<file path="config.mk">
export PLATFORM = sky130hd
export DESIGN_NAME = synth_voice_allocator_flat
export DESIGN_NICKNAME = d
export VERILOG_FILES = /design/src/rtl/synth_pkg.sv /design/src/rtl/synth_voice_allocator_if.sv /design/src/rtl/synth_voice_envelope.sv /design/src/rtl/synth_voice_allocator.sv /design/src/flat_wrapper.sv
export SDC_FILE = /design/constraint.sdc
export NUM_CORES = 2
export LEC_CHECK = 0
export CAP_MARGIN = 40
export CORE_MARGIN = 10
export CORE_UTILIZATION = 50
export CTS_CLUSTER_SIZE = 40
export DETAILED_ROUTE_END_ITERATION = 10
export DONT_BUFFER_PORTS = 1
export SLEW_MARGIN = 0
export SYNTH_ARGS = -nofsm -noshare
export SYNTH_HDL_FRONTEND = slang
export SYNTH_HIERARCHICAL = 1
export SYNTH_SLANG_ARGS = --single-unit
export TNS_END_PERCENT = 10
</file>
<file path="constraint.sdc">
create_clock -name clk -period 3.9 [get_ports clk]
set_input_delay 0.39 -clock clk [delete_from_list [all_inputs] [get_ports clk]]
set_output_delay 0.39 -clock clk [all_outputs]
set_load 0.1 [all_outputs]
</file>
<file path="src/rtl/synth_pkg.sv">
// synth_pkg: shared types and widths for the voice allocator and its envelopes.
package synth_pkg;
    typedef enum logic [1:0] {ENV_IDLE, ENV_ATTACK, ENV_SUSTAIN, ENV_RELEASE} env_state_t;
    typedef enum logic [1:0] {CTL_IDLE, CTL_SCAN, CTL_COMMIT} ctl_state_t;
    localparam int VOICE_CNT = 8;
    localparam int VOL_W = 32;
    localparam int FREQ_W = 32;
    localparam int NOTE_W = 7;
endpackage

</file>
<file path="src/rtl/synth_voice_allocator_if.sv">
// synth_voice_allocator_if: note event valid/ready channel from keyboard to allocator.
interface synth_voice_allocator_if;
    import synth_pkg::*;
    logic evt_valid;
    logic evt_ready;
    logic evt_on;
    logic [NOTE_W-1:0] evt_note;
    logic [FREQ_W-1:0] evt_freq;
    modport master (output evt_valid, evt_on, evt_note, evt_freq, input evt_ready);
    modport slave (input evt_valid, evt_on, evt_note, evt_freq, output evt_ready);
endinterface

</file>
<file path="src/rtl/synth_voice_envelope.sv">
// synth_voice_envelope: one voice slot holding note/freq/age and a linear attack/sustain/release envelope.
module synth_voice_envelope import synth_pkg::*; #(
    parameter logic [VOL_W-1:0] VOL_MAX = 32'h0000_FFFF,
    parameter logic [VOL_W-1:0] ATTACK_STEP = 32'h0000_1000,
    parameter logic [VOL_W-1:0] RELEASE_STEP = 32'h0000_0800
) (
    input  logic clk,
    input  logic reset,
    input  logic tick,
    input  logic load,
    input  logic retrig,
    input  logic rel,
    input  logic age_inc,
    input  logic age_clr,
    input  logic [NOTE_W-1:0] note_in,
    input  logic [FREQ_W-1:0] freq_in,
    output env_state_t env,
    output logic [NOTE_W-1:0] note,
    output logic [FREQ_W-1:0] freq,
    output logic [VOL_W-1:0] vol,
    output logic [7:0] age
);
    logic [VOL_W:0] up;
    logic top_hit, rel_end;
    assign up = {1'b0, vol} + {1'b0, ATTACK_STEP};
    assign top_hit = up >= {1'b0, VOL_MAX};
    assign rel_end = vol <= RELEASE_STEP;
    // A commit strobe takes precedence over the envelope step in the same cycle.
    always_ff @(posedge clk) begin
        if (reset) begin
            env <= ENV_IDLE;
            note <= '0;
            freq <= '0;
            vol <= '0;
            age <= '0;
        end else begin
            if (load || retrig) begin
                env <= ENV_ATTACK;
                freq <= freq_in;
                if (load) begin
                    note <= note_in;
                    vol <= '0;
                end
            end else if (rel) begin
                env <= ENV_RELEASE;
            end else if (tick) begin
                case (env)
                    ENV_ATTACK: begin
                        vol <= top_hit ? VOL_MAX : up[VOL_W-1:0];
                        if (top_hit) env <= ENV_SUSTAIN;
                    end
                    ENV_RELEASE: begin
                        vol <= rel_end ? '0 : vol - RELEASE_STEP;
                        if (rel_end) env <= ENV_IDLE;
                    end
                    ENV_IDLE: vol <= '0;
                    default: ;
                endcase
            end
            if (age_clr) age <= '0;
            else if (age_inc && age != 8'hFF) age <= age + 8'd1;
        end
    end
endmodule

</file>
<file path="src/rtl/synth_voice_allocator.sv">
// synth_voice_allocator: assigns note events to voice slots (reuse, free, else steal oldest)
// via a serial scan, and exposes per-voice frequency/volume to the synthesizer.
module synth_voice_allocator import synth_pkg::*; #(
    parameter int VOICES = VOICE_CNT,
    parameter logic [VOL_W-1:0] VOL_MAX = 32'h0000_FFFF,
    parameter logic [VOL_W-1:0] ATTACK_STEP = 32'h0000_1000,
    parameter logic [VOL_W-1:0] RELEASE_STEP = 32'h0000_0800
) (
    input  logic clk,
    input  logic reset,
    synth_voice_allocator_if.slave bus,
    input  logic tick,
    output logic [VOICES-1:0][FREQ_W-1:0] frequencies,
    output logic [VOICES-1:0][VOL_W-1:0] voice_volumes,
    output logic [VOICES-1:0] voice_busy
);
    localparam int IW = VOICES > 1 ? $clog2(VOICES) : 1;
    ctl_state_t st;
    logic [IW-1:0] idx, match_idx, free_idx, old_idx, tgt;
    logic match_found, free_found, old_found, ev_on, commit, hit;
    logic [7:0] old_age;
    logic [NOTE_W-1:0] ev_note;
    logic [FREQ_W-1:0] ev_freq;
    env_state_t env [VOICES];
    logic [NOTE_W-1:0] note [VOICES];
    logic [FREQ_W-1:0] freq [VOICES];
    logic [VOL_W-1:0] vol [VOICES];
    logic [7:0] age [VOICES];
    assign bus.evt_ready = st == CTL_IDLE && !reset;
    assign commit = st == CTL_COMMIT;
    assign tgt = match_found ? match_idx : free_found ? free_idx : old_idx;
    // Releasing voices still match a repeated note-on so it retriggers instead of doubling.
    assign hit = env[idx] != ENV_IDLE && note[idx] == ev_note && (env[idx] != ENV_RELEASE || ev_on);
    always_ff @(posedge clk) begin
        if (reset) begin
            st <= CTL_IDLE;
            idx <= '0;
            match_found <= 1'b0;
            free_found <= 1'b0;
            old_found <= 1'b0;
            match_idx <= '0;
            free_idx <= '0;
            old_idx <= '0;
            old_age <= '0;
            ev_on <= 1'b0;
            ev_note <= '0;
            ev_freq <= '0;
        end else begin
            case (st)
                CTL_IDLE: if (bus.evt_valid) begin
                    st <= CTL_SCAN;
                    idx <= '0;
                    match_found <= 1'b0;
                    free_found <= 1'b0;
                    old_found <= 1'b0;
                    ev_on <= bus.evt_on;
                    ev_note <= bus.evt_note;
                    ev_freq <= bus.evt_freq;
                end
                CTL_SCAN: begin
                    if (!match_found && hit) begin
                        match_found <= 1'b1;
                        match_idx <= idx;
                    end
                    if (!free_found && env[idx] == ENV_IDLE) begin
                        free_found <= 1'b1;
                        free_idx <= idx;
                    end
                    if (env[idx] != ENV_IDLE && (!old_found || age[idx] > old_age)) begin
                        old_found <= 1'b1;
                        old_idx <= idx;
                        old_age <= age[idx];
                    end
                    idx <= idx + 1'b1;
                    if (idx == IW'(VOICES - 1)) st <= CTL_COMMIT;
                end
                default: st <= CTL_IDLE;
            endcase
        end
    end
    for (genvar g = 0; g < VOICES; g++) begin : g_voice
        logic sel;
        assign sel = tgt == IW'(g);
        synth_voice_envelope #(
            .VOL_MAX(VOL_MAX), .ATTACK_STEP(ATTACK_STEP), .RELEASE_STEP(RELEASE_STEP)
        ) u_env (
            .clk(clk),
            .reset(reset),
            .tick(tick),
            .load(commit && ev_on && sel && !match_found),
            .retrig(commit && ev_on && sel && match_found),
            .rel(commit && !ev_on && sel && match_found),
            .age_inc(commit && ev_on && !sel && env[g] != ENV_IDLE),
            .age_clr(commit && ev_on && sel),
            .note_in(ev_note),
            .freq_in(ev_freq),
            .env(env[g]),
            .note(note[g]),
            .freq(freq[g]),
            .vol(vol[g]),
            .age(age[g])
        );
        assign voice_busy[g] = env[g] != ENV_IDLE;
        assign frequencies[g] = voice_busy[g] ? freq[g] : '0;
        assign voice_volumes[g] = vol[g];
    end
endmodule

</file>
<file path="src/flat_wrapper.sv">
// flat-port wrapper written by rule: the top's interface ports become plain ports
module synth_voice_allocator_flat import synth_pkg::*;
#(
    parameter int VOICES = VOICE_CNT,
    parameter logic [VOL_W-1:0] VOL_MAX = 32'h0000_FFFF,
    parameter logic [VOL_W-1:0] ATTACK_STEP = 32'h0000_1000,
    parameter logic [VOL_W-1:0] RELEASE_STEP = 32'h0000_0800
)
  (clk, reset, tick, frequencies, voice_volumes, voice_busy, bus_evt_valid, bus_evt_on, bus_evt_note, bus_evt_freq, bus_evt_ready);
  synth_voice_allocator_if bus_i ();
  input  logic clk;
  input  logic reset;
  input  logic tick;
  output logic [VOICES-1:0][FREQ_W-1:0] frequencies;
  output logic [VOICES-1:0][VOL_W-1:0] voice_volumes;
  output logic [VOICES-1:0] voice_busy;
  input wire logic [$bits(bus_i.evt_valid)-1:0] bus_evt_valid;
  input wire logic [$bits(bus_i.evt_on)-1:0] bus_evt_on;
  input wire logic [$bits(bus_i.evt_note)-1:0] bus_evt_note;
  input wire logic [$bits(bus_i.evt_freq)-1:0] bus_evt_freq;
  output wire logic [$bits(bus_i.evt_ready)-1:0] bus_evt_ready;
  assign bus_i.evt_valid = bus_evt_valid;
  assign bus_i.evt_on = bus_evt_on;
  assign bus_i.evt_note = bus_evt_note;
  assign bus_i.evt_freq = bus_evt_freq;
  assign bus_evt_ready = bus_i.evt_ready;
  synth_voice_allocator #(.VOICES(VOICES), .VOL_MAX(VOL_MAX), .ATTACK_STEP(ATTACK_STEP), .RELEASE_STEP(RELEASE_STEP)) u_core (.clk(clk), .reset(reset), .bus(bus_i), .tick(tick), .frequencies(frequencies), .voice_volumes(voice_volumes), .voice_busy(voice_busy));
endmodule
</file>
; ---- After elaboration in Yosys (flattened, before gate mapping)
; Cells that the tools add are included.
[classes]
n_addsub = 25
n_lt_le_gt_ge = 18
eq_ne = 89
n_mux = 135
bitwise_logic = 1
reduce_logical = 221
[op_table]
columns = operator, count
row1 = $mux 32, 56
row2 = $pmux 32 s3, 8
row3 = $add 32x13->33 const B, 8
row4 = $ge 33x16->1 const B, 8
row5 = $le 32x12->1 const B, 8
row6 = $sub 32x12->32 const B, 8
row7 = $reduce_and 4->1, 24
row8 = $logic_and 1x1->1, 72
row9 = $mux 2, 36
row10 = $add 8x1->8 const B, 8
row11 = $ne 4x4->1 const B, 16
row12 = $ne 8x8->1 const B, 8
row13 = $reduce_bool 4->1, 16
row14 = $reduce_bool 2->1, 26
row15 = $ne 3x3->1 const B, 16
row16 = $reduce_bool 3->1, 16
row17 = $pmux 2 s2, 9
row18 = $reduce_or 2->1, 16
row19 = $reduce_and 2->1, 14
row20 = $bmux 8 s3, 1
row21 = $ne 2x1->1 const B, 12
row22 = $bmux 7 s3, 1
row23 = $logic_not 2->1, 10
row24 = $ne 2x2->1 const B, 10
row25 = other kinds (21), 82
[word_totals]
ff_bits = 713
in_bits = 44
output_inout_bits = 521
word_cells = 549

; ---- Logic depth before layout (Yosys ltp)
[logic_depth]
word_depth = 10
depth_mapped = 15
ltp_nobuf = 11

; ---- Cells and area by module
; The synthesis kept the hierarchy.
[by_module_without_submodules]
columns = mod, n_inst, cells_each, area_per_inst_um2, seq_area_each_um2
row1 = synth_voice_envelope at u_core.g_voice[0].u_env ..., 7, 536, 4146.5, 1421.4
row2 = synth_voice_allocator, 1, 777, 5930.7, 1301.2
row3 = synth_voice_envelope at u_core.g_voice[7].u_env, 1, 497, 3946.3, 1421.4

; ---- Least setup slack after synthesis
; No wires, ideal clock.
[synth_path]
kind = reg2reg
start = reg u_core.g_voice[0].u_env.vol[13]
end = reg u_core.g_voice[0].u_env.vol[23]
setup_ns = 0.118
t_arrival_ns = 3.552
path_slack_ns = 0.230
stages_incl_launch_ff = 13
cell_sequence = dfxtp_1 -> clkbuf_1 -> inv_1 -> ha_1 -> a21boi_0 -> a31oi_1 -> o41ai_1 -> clkbuf_1 -> clkbuf_1 -> a21oi_1 -> a21oi_1 -> a21oi_1 -> a22o_1
[synth_via]
elab_chain_len = 7
elab_cells_between_ends = 10
cone_classes = add/sub: 2 / order compare: 2 / mux: 6
[synth_rtl]
columns = element, line
row1 = from (decl), synth_voice_envelope.sv:20  ; output logic [VOL_W-1:0] vol,
row2 = from (signal assigned), synth_voice_envelope.sv:49  ; vol <= top_hit ? VOL_MAX : up[VOL_W-1:0];
row3 = from (signal assigned), synth_voice_envelope.sv:53  ; vol <= rel_end ? '0 : vol - RELEASE_STEP;
row4 = $add 32x13->33, synth_voice_envelope.sv:25  ; assign up = {1'b0, vol} + {1'b0, ATTACK_STEP};
row5 = $ge 33x16->1, synth_voice_envelope.sv:26  ; assign top_hit = up >= {1'b0, VOL_MAX};
row6 = $mux 32, synth_voice_envelope.sv:49
row7 = $pmux 32 s3 *, synth_voice_envelope.sv:47  ; case (env)
row8 = $mux 32 *, synth_voice_envelope.sv:46  ; end else if (tick) begin
row9 = $mux 32 *, synth_voice_envelope.sv:44  ; end else if (rel) begin
row10 = $mux 32 *, synth_voice_envelope.sv:37  ; if (load || retrig) begin
; Every way passes the cells marked *; elsewhere a longest branch is shown, timed or not. The select of a mux whose other input is x is not followed.
; A chain may end at the register's enable or synchronous reset.

; ---- Worst setup path in the final report
[layout_path]
start = reg u_core.st[1]
end = reg u_core.g_voice[1].u_env.vol[30]
[layout_via]
elab_chain_len = 7
elab_cells_between_ends = 15
cone_classes = eq/ne: 3 / mux: 1 / reduce/logical: 11
[layout_rtl]
columns = element, line
row1 = from (decl), synth_voice_allocator.sv:18  ; ctl_state_t st;
row2 = from (signal assigned), synth_voice_allocator.sv:36  ; st <= CTL_IDLE;
row3 = from (signal assigned), synth_voice_allocator.sv:51  ; st <= CTL_SCAN;
row4 = from (signal assigned), synth_voice_allocator.sv:75  ; if (idx == IW'(VOICES - 1)) st <= CTL_COMMIT;
row5 = $eq 2x2->1 *, synth_voice_allocator.sv:30  ; assign commit = st == CTL_COMMIT;
row6 = $logic_and 1x1->1 (2 in series), "synth_voice_allocator.sv:90, synth_voice_allocator.sv:91"
row7 = "$logic_and 1x1->1, on equally long branches", "synth_voice_allocator.sv:90, synth_voice_allocator.sv:91"
row8 = $logic_or 1x1->1, synth_voice_envelope.sv:37
row9 = "$reduce_bool 4->1 (no source line), or another cell as far along", n/a
row10 = $reduce_and 4->1 (no source line), n/a
row11 = to (signal assigned), synth_voice_envelope.sv:49
row12 = to (signal assigned), synth_voice_envelope.sv:53
row13 = to (decl), synth_voice_envelope.sv:20
; Every way passes the cells marked *; elsewhere a longest branch is shown, timed or not.

==> metrics.txt <==
Synth top area share=32.6%; minimum clock period=3640 ps; pin count of the biggest net entering global routing=335; Slew Viols, Final=0; Port Buffers=0; Register-to-Register Path Depth=10; crit path kind=reg2reg; Synth area leader=dfxtp_1; DP Wirelength=110000 um; Worst setup EP type=register; routability cong.=0.928; crit path max fanout=13; worst vdd ir=0.000313 V; Post-Syn Instances=5026; initial drt markers=4156; Hold Crit Class=in2reg; # DRC=0; via density per instance=6.29; Max Clk Rate=0.275 GHz; Clock Path Buffers=3; syn_area_per_cell=7.74 sq um; Post-Syn Nets=5160; Overflow after GRT=0; clk_lat worst skew=640 ps; Clock Skews=32.1 ps; Final Hold Fails=0; vias in the first global route=37907; CTS Root Cell=clkbuf_16; number of top-level pins=565; Die Area=89400 sq um; Final period util=93.3%; final setup margin=261 ps; drt first pass iters=7; unrepaired setup endpoints after global routing=false; #FFs+latches synth=633; max_slew headroom=43.2%; reg2reg end=u_core/g_voice[1].u_env/vol[30]; postcts setup bufs=0; DRT antenna net count=0; crit start category=register; reg2reg start=u_core/st[1]; status=complete, no violations; critical path arrival=4130 ps; Synth warnings=6; leading post-synthesis cells by cell area=dfxtp_1 33%, nand2_1 7.7%, a21oi_1 5.9%; width of the die=299 um; CTS tree=yes; area delta synth->final=30.2%; Fill cells=6256; clock sinks=633; Starting Density=50.3%; CTS buffer count=74; Post-synth EDFFs=0; Data required, critical path=4390 ps; first-pass GRT wire length=237000 um; HP Start=reset; ys async rst share=0%; FP Rows=102; MaxCap Viol Count=0; Final nets=5409; Tightest Pin Transition=851 ps; Cell Area, Synth=38900 sq um; final wirelength=157000 um; ratio of cells with drive above 1 in the final layout=22.4%; Hold Crit Endpoint=u_core/g_voice[5].u_env/freq[19]; dominant synthesized flop cell=dfxtp_1; DP Worst Slack=228 ps; number of distinct library cells after synthesis=97; Seq/Total Area, Yosys=32.6%; all-layer global routing usage=33.3%; leak pwr=18.3 nW; DIE HEIGHT=299 um; Hold Crit Depth=1; initial antenna violation count=4; routed vias=40086; TNS Setup=0 ps; depth of the CTS H-tree=3; endpoints failing setup=0; core area=77300 sq um; detailed-route wire length per cell=24.7 um; r2r setup slk=260 ps; Pwr Density=287 nW/um^2; clk slew on worst S/H paths=60 ps
## repair_timing
action | 4_1_cts | 5_1_grt
endpoints found under the hold margin | 178 | 0
resized for setup | 0 | 1
hold buffers | 42 | 0
endpoints found under the setup margin | 0 | 1
## worst max-delay path: stages (launching register included)
cell and delay (ps):
dfxtp_1 460, nor2b_1 260, nand2_1 460, buf_4 320, nor3_1 540, nor2_1 170, a31oi_2 360, nor3_1 90
buf_4 170, o21a_1 290, a32o_1 360
## cells in the final DEF (no fill, tap or decap), types with 46 or more instances in the layout
cell type    n
buf_16     173
nor3b_1     65
dfxtp_1    624
inv_1      105
o211ai_1    46
buf_8      105
and3_1      64
nand3_1    100
mux2i_1    105
a21oi_1    459
ha_1        90
or3_1       63
nor2b_2    256
buf_4      335
nor3_1     188
a32o_1      60
nand2_1    799
nor4_1      53
a22o_1      65
nor2_1     338
o21ai_0    205
a211oi_1    48
a31oi_1     57
clkbuf_16   78
nand4_1     53
## cell families after synthesis
| logic type | synth area share, % |
|---|---|
| simple gates | 30.2 |
| compound gates | 21.2 |
| flops | 32.6 |
| buf+inv | 7.08 |
| mux | 4.39 |
| fa+ha+maj | 2.89 |
| xor+xnor | 1.73 |
## cells in the mapped netlist (all sizes together), types with 14 or more instances
master / n
and4: 38
mux2: 18
o21a: 24
a21boi: 23
a211oi: 50
a211o: 16
nor3b: 65
mux4: 20
a311o: 23
o311ai: 44
o22ai: 14
or2: 31
xor2: 37
ha: 90
nor4b: 15
clkbuf: 327
a22o: 66
nor2: 354
buf: 157
o211ai: 46
a21oi: 461
a311oi: 25
a31oi: 58
or3: 64
nand3: 101
a41oi: 14
nand4: 69
a22oi: 26
inv: 105
nor4: 65
mux2i: 105
dfxtp: 633
a32o: 60
o21ai: 205
a32oi: 16
nand3b: 17
nor3: 198
or4: 14
and2: 17
xnor2: 40
and3: 66
nand4b: 21
nor2b: 262
nand2: 800
## registers in the layout, indices dropped and copies added (netlist names), 3 cells and up
name                       flops
u_core/old_age                 8
u_core/free_idx                3
u_core/ev_note                 7
u_core/g_voice.u_env/note     56
u_core/ev_freq                32
u_core/g_voice.u_env/vol     176
u_core/g_voice.u_env/freq    256
u_core/old_idx                 3
u_core/match_idx               3
u_core/g_voice.u_env/age      64
u_core/g_voice.u_env/env      16
u_core/idx                     3
## stage by stage
stage / util, % / instance area (sq um) / hold slack (ps) / power (mW) / std cells
2_1_floorplan: - / 38900 / 427 / 6.96 / 5026
6_report: 65.5 / 50700 / 55.4 / 14.5 / 6377
5_1_grt: 65.5 / 50600 / 13.8 / 14.9 / 6376
4_1_cts: 65.5 / 50600 / 7.42 / 14.6 / 6375
3_5_place_dp: 61.5 / 47600 / 438 / 7.16 / 6197
3_3_place_gp: 53.7 / 41500 / 433 / 7.11 / 5927
## worst max path at each step
| stage | slack [ps] | to | from | cells after the start |
|---|---|---|---|---|
| floorplan | 230 | u_core/g_voice[0].u_env/vol[23] | u_core/g_voice[0].u_env/vol[13] | 12 |
| detailed placement | 230 | u_core/g_voice[1].u_env/vol[30] | u_core/st[1] | 10 |
| finish | 260 | u_core/g_voice[1].u_env/vol[30] | u_core/st[1] | 10 |
| global route | 120 | u_core/g_voice[1].u_env/vol[30] | u_core/st[1] | 10 |
| global placement | 260 | u_core/g_voice[1].u_env/vol[30] | u_core/st[1] | 10 |
| CTS | 200 | u_core/g_voice[1].u_env/vol[30] | u_core/st[1] | 10 |
## layout make-up
| class | count | area (sq um) | share of cell area (%) |
|---|---|---|---|
| clock inverters | 33 | 390 | 0.771 |
| well taps | 1040 | 1300 | 2.57 |
| multi-input cells | 3803 | 24300 | 48.0 |
| flip-flops and latches | 633 | 12700 | 25.1 |
| inverters | 106 | 398 | 0.786 |
| repair buffers | 657 | 9310 | 18.4 |
| clock buffers | 103 | 2230 | 4.39 |
| diodes | 2 | 5.00 | 0.00988 |
## where the power goes
part	total, mW	internal [mW]	switching (mW)
registers	6.56	6.49	0.0741
clock network	7.43	4.42	3.02
logic	0.545	0.173	0.372
total	14.5	11.1	3.46
## routing by layer
| metal | GRT usage (%) | vias up | wire (um) |
|---|---|---|---|
| met5 | 0 | - | 58 |
| met4 | 16.9 | 4 | 8950 |
| met3 | 7.94 | 431 | 14200 |
| met2 | 53.8 | 1976 | 72300 |
| met1 | 41.0 | 19173 | 61700 |
| li1 | - | 18502 | - |
(Power assumes the default switching activity.)
